[src/rtl/avalon_pio_pulse_if.sv]
// Avalon-MM slave bus bundle for avalon_pio_pulse.
// Signals:
//   address    - word address of the register (3 bits)
//   chipselect - slave select
//   write_n    - active-low write strobe
//   writedata  - 32-bit write data
//   readdata   - 32-bit read data (combinational from address)
// Modports: slave (the PIO), master (the bus driver / testbench).
interface avalon_pio_pulse_if;
  logic [2:0]  address;
  logic        chipselect;
  logic        write_n;
  logic [31:0] writedata;
  logic [31:0] readdata;

  modport slave (
    input  address,
    input  chipselect,
    input  write_n,
    input  writedata,
    output readdata
  );

  modport master (
    output address,
    output chipselect,
    output write_n,
    output writedata,
    input  readdata
  );
endinterface

[src/rtl/avalon_pio_pulse.sv]
// Avalon-MM PIO with atomic set/clear/toggle, self-timed output pulses,
// synchronised inputs with rising-edge capture and a maskable interrupt.
// Ports:
//   clk      - system clock, all logic on the rising edge
//   reset    - synchronous active-high reset
//   bus      - Avalon-MM slave bundle (address/chipselect/write_n/writedata/readdata)
//   in_port  - asynchronous status inputs (WIDTH bits)
//   out_port - data_out | pulse_active (WIDTH bits)
//   irq      - high while any masked edge-capture bit is set
// Register map: 0 DATA, 1 IN, 2 IRQMASK, 3 EDGECAP (W1C), 4 OUTSET,
//               5 OUTCLR, 6 PULSE, 7 TOGGLE.
module avalon_pio_pulse #(
  parameter int                 WIDTH        = 8,
  parameter int                 PULSE_CYCLES = 16,
  parameter logic [WIDTH-1:0]   RESET_VALUE  = {WIDTH{1'b0}}
) (
  input  logic                  clk,
  input  logic                  reset,
  avalon_pio_pulse_if.slave     bus,
  input  logic [WIDTH-1:0]      in_port,
  output logic [WIDTH-1:0]      out_port,
  output logic                  irq
);

  localparam int CNT_W = $clog2(PULSE_CYCLES + 1);

  typedef enum logic {
    IDLE   = 1'b0,
    ACTIVE = 1'b1
  } pulse_state_e;

  logic               wr_s;
  logic [WIDTH-1:0]   wd_s;
  logic               pulse_start_s;
  logic [WIDTH-1:0]   rise_s;
  logic [31:0]        rd_s;

  logic [WIDTH-1:0]   data_out_q,  data_out_d;
  logic [WIDTH-1:0]   irq_mask_q,  irq_mask_d;
  logic [WIDTH-1:0]   edge_cap_q,  edge_cap_d;
  logic [WIDTH-1:0]   sync1_q;
  logic [WIDTH-1:0]   in_sync_q;
  logic [WIDTH-1:0]   in_prev_q;
  logic [WIDTH-1:0]   pulse_act_q, pulse_act_d;
  logic [CNT_W-1:0]   pulse_cnt_q, pulse_cnt_d;
  pulse_state_e       state_q,     state_d;

  assign wr_s          = bus.chipselect & ~bus.write_n;
  assign wd_s          = bus.writedata[WIDTH-1:0];
  // A PULSE write whose low WIDTH bits are all zero is a no-op, not a retrigger.
  assign pulse_start_s = wr_s && (bus.address == 3'd6) && (wd_s != {WIDTH{1'b0}});
  assign rise_s        = in_sync_q & ~in_prev_q;

  generate
    if (WIDTH < 32) begin : g_unused_wd
      logic unused_wd_s;
      assign unused_wd_s = ^bus.writedata[31:WIDTH];
    end
  endgenerate

  // Register-write decode for DATA, IRQMASK and the write-1-clear EDGECAP.
  always_comb begin
    data_out_d = data_out_q;
    irq_mask_d = irq_mask_q;
    edge_cap_d = edge_cap_q;
    if (wr_s) begin
      case (bus.address)
        3'd0:    data_out_d = wd_s;
        3'd2:    irq_mask_d = wd_s;
        3'd3:    edge_cap_d = edge_cap_q & ~wd_s;
        3'd4:    data_out_d = data_out_q | wd_s;
        3'd5:    data_out_d = data_out_q & ~wd_s;
        3'd7:    data_out_d = data_out_q ^ wd_s;
        default: data_out_d = data_out_q;
      endcase
    end else begin
      data_out_d = data_out_q;
    end
    // New edges are ORed in last so a coincident clear cannot drop them.
    edge_cap_d = edge_cap_d | rise_s;
  end

  // Pulse engine next state: one shared counter, any start restarts all active bits.
  always_comb begin
    state_d     = state_q;
    pulse_cnt_d = pulse_cnt_q;
    pulse_act_d = pulse_act_q;
    case (state_q)
      IDLE: begin
        if (pulse_start_s) begin
          state_d     = ACTIVE;
          pulse_cnt_d = CNT_W'(PULSE_CYCLES);
          pulse_act_d = pulse_act_q | wd_s;
        end else begin
          state_d     = IDLE;
        end
      end
      ACTIVE: begin
        if (pulse_start_s) begin
          pulse_cnt_d = CNT_W'(PULSE_CYCLES);
          pulse_act_d = pulse_act_q | wd_s;
        end else if (pulse_cnt_q == CNT_W'(1)) begin
          state_d     = IDLE;
          pulse_cnt_d = {CNT_W{1'b0}};
          pulse_act_d = {WIDTH{1'b0}};
        end else begin
          pulse_cnt_d = pulse_cnt_q - CNT_W'(1);
        end
      end
      default: begin
        state_d     = IDLE;
        pulse_cnt_d = {CNT_W{1'b0}};
        pulse_act_d = {WIDTH{1'b0}};
      end
    endcase
  end

  // State registers; reset wins over any coincident write.
  always_ff @(posedge clk) begin
    if (reset) begin
      data_out_q  <= RESET_VALUE;
      irq_mask_q  <= {WIDTH{1'b0}};
      edge_cap_q  <= {WIDTH{1'b0}};
      sync1_q     <= {WIDTH{1'b0}};
      in_sync_q   <= {WIDTH{1'b0}};
      in_prev_q   <= {WIDTH{1'b0}};
      pulse_act_q <= {WIDTH{1'b0}};
      pulse_cnt_q <= {CNT_W{1'b0}};
      state_q     <= IDLE;
    end else begin
      data_out_q  <= data_out_d;
      irq_mask_q  <= irq_mask_d;
      edge_cap_q  <= edge_cap_d;
      sync1_q     <= in_port;
      in_sync_q   <= sync1_q;
      in_prev_q   <= in_sync_q;
      pulse_act_q <= pulse_act_d;
      pulse_cnt_q <= pulse_cnt_d;
      state_q     <= state_d;
    end
  end

  // Zero-latency read mux, zero-extended, independent of chipselect.
  always_comb begin
    rd_s = 32'd0;
    case (bus.address)
      3'd0:    rd_s[WIDTH-1:0] = data_out_q;
      3'd1:    rd_s[WIDTH-1:0] = in_sync_q;
      3'd2:    rd_s[WIDTH-1:0] = irq_mask_q;
      3'd3:    rd_s[WIDTH-1:0] = edge_cap_q;
      3'd6:    rd_s[WIDTH-1:0] = pulse_act_q;
      default: rd_s = 32'd0;
    endcase
  end

  assign bus.readdata = rd_s;
  assign out_port     = data_out_q | pulse_act_q;
  assign irq          = |(edge_cap_q & irq_mask_q);

endmodule

[src/flat_wrapper.sv]
// flat-port wrapper written by rule: the top's interface ports become plain ports
module avalon_pio_pulse_flat 
#(
  parameter int                 WIDTH        = 8,
  parameter int                 PULSE_CYCLES = 16,
  parameter logic [WIDTH-1:0]   RESET_VALUE  = {WIDTH{1'b0}}
)
  (clk, reset, in_port, out_port, irq, bus_address, bus_chipselect, bus_write_n, bus_writedata, bus_readdata);
  avalon_pio_pulse_if bus_i ();
  input  logic clk;
  input  logic reset;
  input  logic [WIDTH-1:0] in_port;
  output logic [WIDTH-1:0] out_port;
  output logic irq;
  input wire logic [$bits(bus_i.address)-1:0] bus_address;
  input wire logic [$bits(bus_i.chipselect)-1:0] bus_chipselect;
  input wire logic [$bits(bus_i.write_n)-1:0] bus_write_n;
  input wire logic [$bits(bus_i.writedata)-1:0] bus_writedata;
  output wire logic [$bits(bus_i.readdata)-1:0] bus_readdata;
  assign bus_i.address = bus_address;
  assign bus_i.chipselect = bus_chipselect;
  assign bus_i.write_n = bus_write_n;
  assign bus_i.writedata = bus_writedata;
  assign bus_readdata = bus_i.readdata;
  avalon_pio_pulse #(.WIDTH(WIDTH), .PULSE_CYCLES(PULSE_CYCLES), .RESET_VALUE(RESET_VALUE)) u_core (.clk(clk), .reset(reset), .bus(bus_i), .in_port(in_port), .out_port(out_port), .irq(irq));
endmodule
[config.mk]
export PLATFORM = sky130hd
export DESIGN_NAME = avalon_pio_pulse_flat
export DESIGN_NICKNAME = d
export VERILOG_FILES = /design/src/rtl/avalon_pio_pulse_if.sv /design/src/rtl/avalon_pio_pulse.sv /design/src/flat_wrapper.sv
export SDC_FILE = /design/constraint.sdc
export NUM_CORES = 1
export LEC_CHECK = 0
export CAP_MARGIN = 15
export CORE_ASPECT_RATIO = 0.75
export CORE_MARGIN = 2
export CORE_UTILIZATION = 57
export CTS_CLUSTER_SIZE = 8
export DETAILED_ROUTE_END_ITERATION = 7
export DONT_BUFFER_PORTS = 1
export GPL_ROUTABILITY_DRIVEN = 0
export GPL_TIMING_DRIVEN = 0
export PLACE_DENSITY = 0.74
export SYNTH_ARGS = -nofsm -noshare
export SYNTH_HDL_FRONTEND = slang
export SYNTH_SLANG_ARGS = --single-unit
[constraint.sdc]
create_clock -name clk -period 2.39 [get_ports clk]
set_input_delay 0.1195 -clock clk [delete_from_list [all_inputs] [get_ports clk]]
set_output_delay 0.1195 -clock clk [all_outputs]
set_load 0.02 [all_outputs]
-- Yosys cells after proc, flatten, opt, wreduce, memory -nomap -nowiden
Cells that the tools add are included.
- logic and storage cells: 59
- flip-flop bits (word level): 62
- add/sub/neg operators: 1
- equal/unequal tests: 10
- multiplexer cells: 16
- reduce and logical (&&, ||, !) cells: 9
- bitwise logic cells: 14
- operator list (cell ; count):
    $mux 8 ; 5
    $pmux 8 s5 ; 1
    $and 8x8->8 ; 4
    $or 8x8->8 ; 4
    $pmux 8 s4 ; 1
    $not 8->8 ; 2
    $pmux 8 s2 ; 1
    $mux 5 ; 3
    $eq 3x3->1 const B ; 4
    $pmux 5 s2 ; 1
    $reduce_bool 8->1 ; 1
    $reduce_or 8->1 ; 1
    $xor 8x8->8 ; 1
    $eq 3x2->1 const B ; 2
    $reduce_and 2->1 ; 3
    $eq 5x1->1 const B ; 1
    $sub 5x1->5 const B ; 1
    $reduce_bool 4->1 ; 1
    $eq 3x1->1 const B ; 1
    $logic_not 3->1 ; 1
    $mux 1 ; 3
    $ne 3x2->1 const B ; 1
    $logic_and 1x1->1 ; 2
    $ne 2x1->1 const B ; 1
    other kinds (3) ; 4

-- Depth between registers and ports, before layout
- depth after elaboration: 6
- gate-level depth with buffers: 7

-- Least setup slack after synthesis
OpenSTA, ideal clock, no wires.
- kind: flip-flop to flip-flop
- start: reg u_core.pulse_cnt_q[1]
- end: reg u_core.pulse_cnt_q[0]
- path slack: 939 ps
- clock period less this slack: 1451 ps
- path buffers: 0
- arrival: 1339 ps
- cell stages (with the launch flop): 7
- path through: dfxtp_1 > inv_1 > ha_1 > nor4b_1 > nand2b_1 > mux2_2 > nor2_1
- longest elaborated chain between the ends: 4
- ends and longest elaborated chain (what ; line ; source):
    from (decl) ; avalon_pio_pulse.sv:45 ; logic [CNT_W-1:0] pulse_cnt_q, pulse_cnt_d;
    from (signal assigned) ; avalon_pio_pulse.sv:128 ; pulse_cnt_q <= {CNT_W{1'b0}};
    from (signal assigned) ; avalon_pio_pulse.sv:138 ; pulse_cnt_q <= pulse_cnt_d;
    $eq 5x1->1 ; avalon_pio_pulse.sv:102 ; end else if (pulse_cnt_q == CNT_W'(1)) begin
    $mux 5 ; avalon_pio_pulse.sv:102 ;
    $mux 5 ; avalon_pio_pulse.sv:99 ; if (pulse_start_s) begin
    $pmux 5 s2 ; avalon_pio_pulse.sv:88 ; case (state_q)
Every way passes these cells.
A chain may end at the register's enable or synchronous reset.

-- Final worst setup path
- start: reg u_core.pulse_cnt_q[1]
- end: reg u_core.pulse_act_q[2]
- longest elaborated chain between the ends: 3
- ends and longest elaborated chain (what ; line ; source):
    $eq 5x1->1 ; avalon_pio_pulse.sv:102 ;
    $ne 3x2->1 (no source line) ; -- ;
    $reduce_and 2->1 (no source line) ; -- ;
    to (signal assigned) ; avalon_pio_pulse.sv:127 ; pulse_act_q <= {WIDTH{1'b0}};
    to (signal assigned) ; avalon_pio_pulse.sv:137 ; pulse_act_q <= pulse_act_d;
    to (decl) ; avalon_pio_pulse.sv:44 ; logic [WIDTH-1:0] pulse_act_q, pulse_act_d;
Every way passes these cells.

==> flow_metrics.py <==
metrics = {
    "outcome": {
        "outcome": "finished clean",
    },
    "grt": {
        "antenna_found_initial": 0,
        "grt_max_degree": 11,
        "grt-ovfl-total": 0,
        "grt_pass1_wl_mm": 12.5,
        "grt_pass1_vias": 2428,
        "track_usage_pct": 25.7,
    },
    "floorplan": {
        "dieArea_um2": 6290,
        "core_area_um2": 5410,
        "die_w_um": 90.9,
        "pin_count": 88,
        "die_height_um": 69.2,
        "rows": 23,
        "start_util_pct": 59.7,
    },
    "power_and_ir_drop": {
        "p_sw_share_pct": 26.4,
        "irDropWorstVdd_uv": 470,
        "p_comb_share_pct": 14.2,
        "leakage_uw": 0.00161,
        "p_total_uw": 2330,
        "p_per_area_nw_per_um2": 617,
        "p_switching_uw": 615,
        "power_frac_seq_pct": 47.3,
        "p_int_uw": 1710,
        "clkPwrFrac_pct": 38.5,
    },
    "sta": {
        "timing.fmax_ghz": 0.597,
        "rsz0062_at_grt": "no",
        "finClkSkew_ns": 0.0102,
        "finalHoldViolCount": 0,
        "min_period_ns": 1.68,
        "worst_pin_slew_ns": 0.716,
        "relSlewSlack_pct": 51.6,
        "setup_viol": 0,
        "fin_setup_tns_ns": 0,
        "maxSlewViolCount": 0,
        "period_share_pct": 70.1,
    },
    "worst_setup_path": {
        "arrival_ns": 1.91,
        "required_ns": 2.63,
        "endpoint_kind": "flop",
        "cp-startpoint": "u_core.pulse_cnt_q[1]",
        "start_kind": "flop",
        "rr_startpoint": "u_core.pulse_cnt_q[1]",
        "crit_fanout": 8,
        "worstSetupPathType": "flop to flop",
    },
    "route": {
        "dr_wl_met3_um": 504,
        "wl_met2_mm": 3.64,
        "post_drt_via_cell_ratio": 5.37,
        "routed.top_layer": "met4",
        "drc": 0,
        "drtPass1Iterations": 5,
        "vias": 2587,
        "wirelength_mm": 7.74,
        "drt-initial-drc-count": 153,
        "wl_met1_mm": 3.38,
        "ant_nets": 0,
        "wl_per_cell_um": 16.1,
    },
    "yosys": {
        "synth.distinct_cells": 45,
        "synth_flop_cell": "dfxtp_1",
        "synthCells": 351,
        "syn_area_um2": 3230,
        "ys_ff_latch": 62,
        "yosysTopAreaCell": "dfxtp_1",
        "synth.avg_cell_area_um2": 9.20,
        "async_reset_ff_share_pct": 0,
        "yosysWarnings": 0,
        "synth_top_area_share_pct": 38.4,
        "synth.area.top_cells": "dfxtp_1 (38%), mux2i_1 (9.0%), ha_1 (7.0%)",
        "ys_seq_area_share_pct": 38.4,
        "synth_edf_count": 0,
    },
    "clock_network": {
        "cts_buffer_depth": 2,
        "cts_tree": "built",
        "cts_setup_buffers": 0,
        "clkTransAtPathRegs_ns": 0.07,
        "clockRootBuffer": "clkbuf_8",
        "clock_sinks": 62,
        "numCtsBuffers": 9,
        "insertion_delay_ns": 0.34,
        "post_cts_resized": 0,
        "h-tree-depth": 3,
        "ctsHoldBuffers": 18,
    },
    "min_path": {
        "worstHoldStart": "bus_writedata[7]",
        "hp-class": "input port to flop",
    },
    "final_layout": {
        "antenna_cells": 0,
        "drive_above_1_share_pct": 18.4,
        "finish.net_count": 468,
        "synthToLayoutAreaGrowth_pct": 17.0,
    },
    "placement": {
        "io_buffers": 0,
        "dpl.hpwl_mm": 5.28,
    },
    "job": {
        "max_cap_viol_count": 0,
    },
}
## per-layer routing
layer / up-vias / GRT usage (%)
li1: 1256 / -
met1: 1208 / 32.9
met2: 104 / 40.4
met3: 19 / 6.20
met4: 0 / 14.0
met5: - / 0
## kinds of logic (layout without fill, tap and decap cells)
logic type | count (synthesis) | after routing | synth area share (%)
AO/OA/AOI/OAI | 70 | 70 | 15.0
adder cells (fa/ha/maj) | 18 | 18 | 6.98
buffers and inverters | 68 | 101 | 11.4
flip-flops | 62 | 62 | 38.4
multiplexers | 32 | 32 | 10.7
other | 1 | 24 | 0.116
AND/OR/NAND/NOR | 100 | 100 | 17.3
## placed cells by master, fill, tap and decap left out, types with 2 or more instances in the layout
master | synthesis | final
nand2_1 | 7 | 7
conb_1 | 1 | 24
a22oi_1 | 4 | 4
nor3_1 | 3 | 3
and2_1 | 3 | 3
or2_2 | 8 | 8
nor2_1 | 32 | 32
clkbuf_1 | 6 | 7
dfxtp_1 | 62 | 62
buf_4 | 25 | 25
mux2i_1 | 29 | 29
a21oi_1 | 27 | 27
o22ai_1 | 6 | 6
o2bb2ai_1 | 2 | 2
nand2b_1 | 10 | 10
a221oi_1 | 2 | 2
a311oi_1 | 3 | 3
o221a_2 | 7 | 7
dlygate4sd3_1 | 0 | 18
o211ai_1 | 2 | 2
o21ai_0 | 12 | 12
buf_2 | 9 | 9
clkbuf_8 | 0 | 10
mux4_2 | 2 | 2
ha_1 | 18 | 18
nand3b_1 | 2 | 2
nor2b_1 | 25 | 25
inv_1 | 25 | 25
clkinv_2 | 0 | 2
## worst paths after layout
kind	to	slack, ns	depth (start not counted)
max	u_core.pulse_act_q[2]	0.71	5
max reg2reg	u_core.pulse_act_q[2]	0.71	5
min reg2reg	u_core.in_sync_q[2]	0.43	1
min	u_core.edge_cap_q[7]	0.11	3
## registers in the layout, summed over array words and instances, names as in the netlist
signal and cells:
u_core.pulse_cnt_q 5, u_core.in_prev_q 8, u_core.data_out_q 8, u_core.state_q 1
u_core.edge_cap_q 8, u_core.in_sync_q 8, u_core.sync1_q 8, u_core.irq_mask_q 8
u_core.pulse_act_q 8
## cell type report
cell class | instances | area, µm²
clock buffer | 11 | 141
sequential | 62 | 1240
fill | 443 | 1630
timing repair buffer | 18 | 180
tap | 75 | 93.8
inverter | 26 | 97.6
buffer | 42 | 270
clock inverter | 4 | 47.5
multi-input combinational | 244 | 1710
## cells in the mapped netlist, types with 2 or more instances
master     instances
and2_1             3
nand2b_1          10
or2_2              8
o22ai_1            6
mux2i_1           29
a311oi_1           3
o21ai_0           12
a21oi_1           27
nor2_1            32
nor3_1             3
dfxtp_1           62
o2bb2ai_1          2
clkbuf_1           6
mux4_2             2
nand3b_1           2
nand2_1            7
nor2b_1           25
o221a_2            7
a22oi_1            4
ha_1              18
inv_1             25
buf_2              9
o211ai_1           2
buf_4             25
a221oi_1           2
## metrics by stage
step | hold slack (ns) | utilization, % | std cells | instance area [µm²] | worst slack, ns
6_report | 0.105 | 69.8 | 482 | 3780 | 0.715
5_1_grt | 0.123 | 69.8 | 482 | 3780 | 0.588
4_1_cts | 0.0854 | 69.8 | 482 | 3780 | 0.694
3_5_place_dp | 0.253 | 63.0 | 449 | 3410 | 0.712
3_3_place_gp | 0.248 | 63.0 | 449 | 3410 | 0.742
2_1_floorplan | 0.248 | - | 374 | 3310 | 0.939
## power groups by stage
stage	logic (µW)	clock network, µW	registers, µW
after floorplan	252	0	1110
after global placement	292	0	1120
after detailed placement	297	0	1120
after CTS	327	921	1100
after global routing	360	960	1100
final	331	897	1100
## worst max-delay path, stage by stage (launching register included)
cell,delay (ns)
dfxtp_1,0.32
inv_1,0.07
ha_1,0.16
nor4b_1,0.60
a31o_4,0.35
nor2_1,0.07
(Power assumes the default switching activity.)
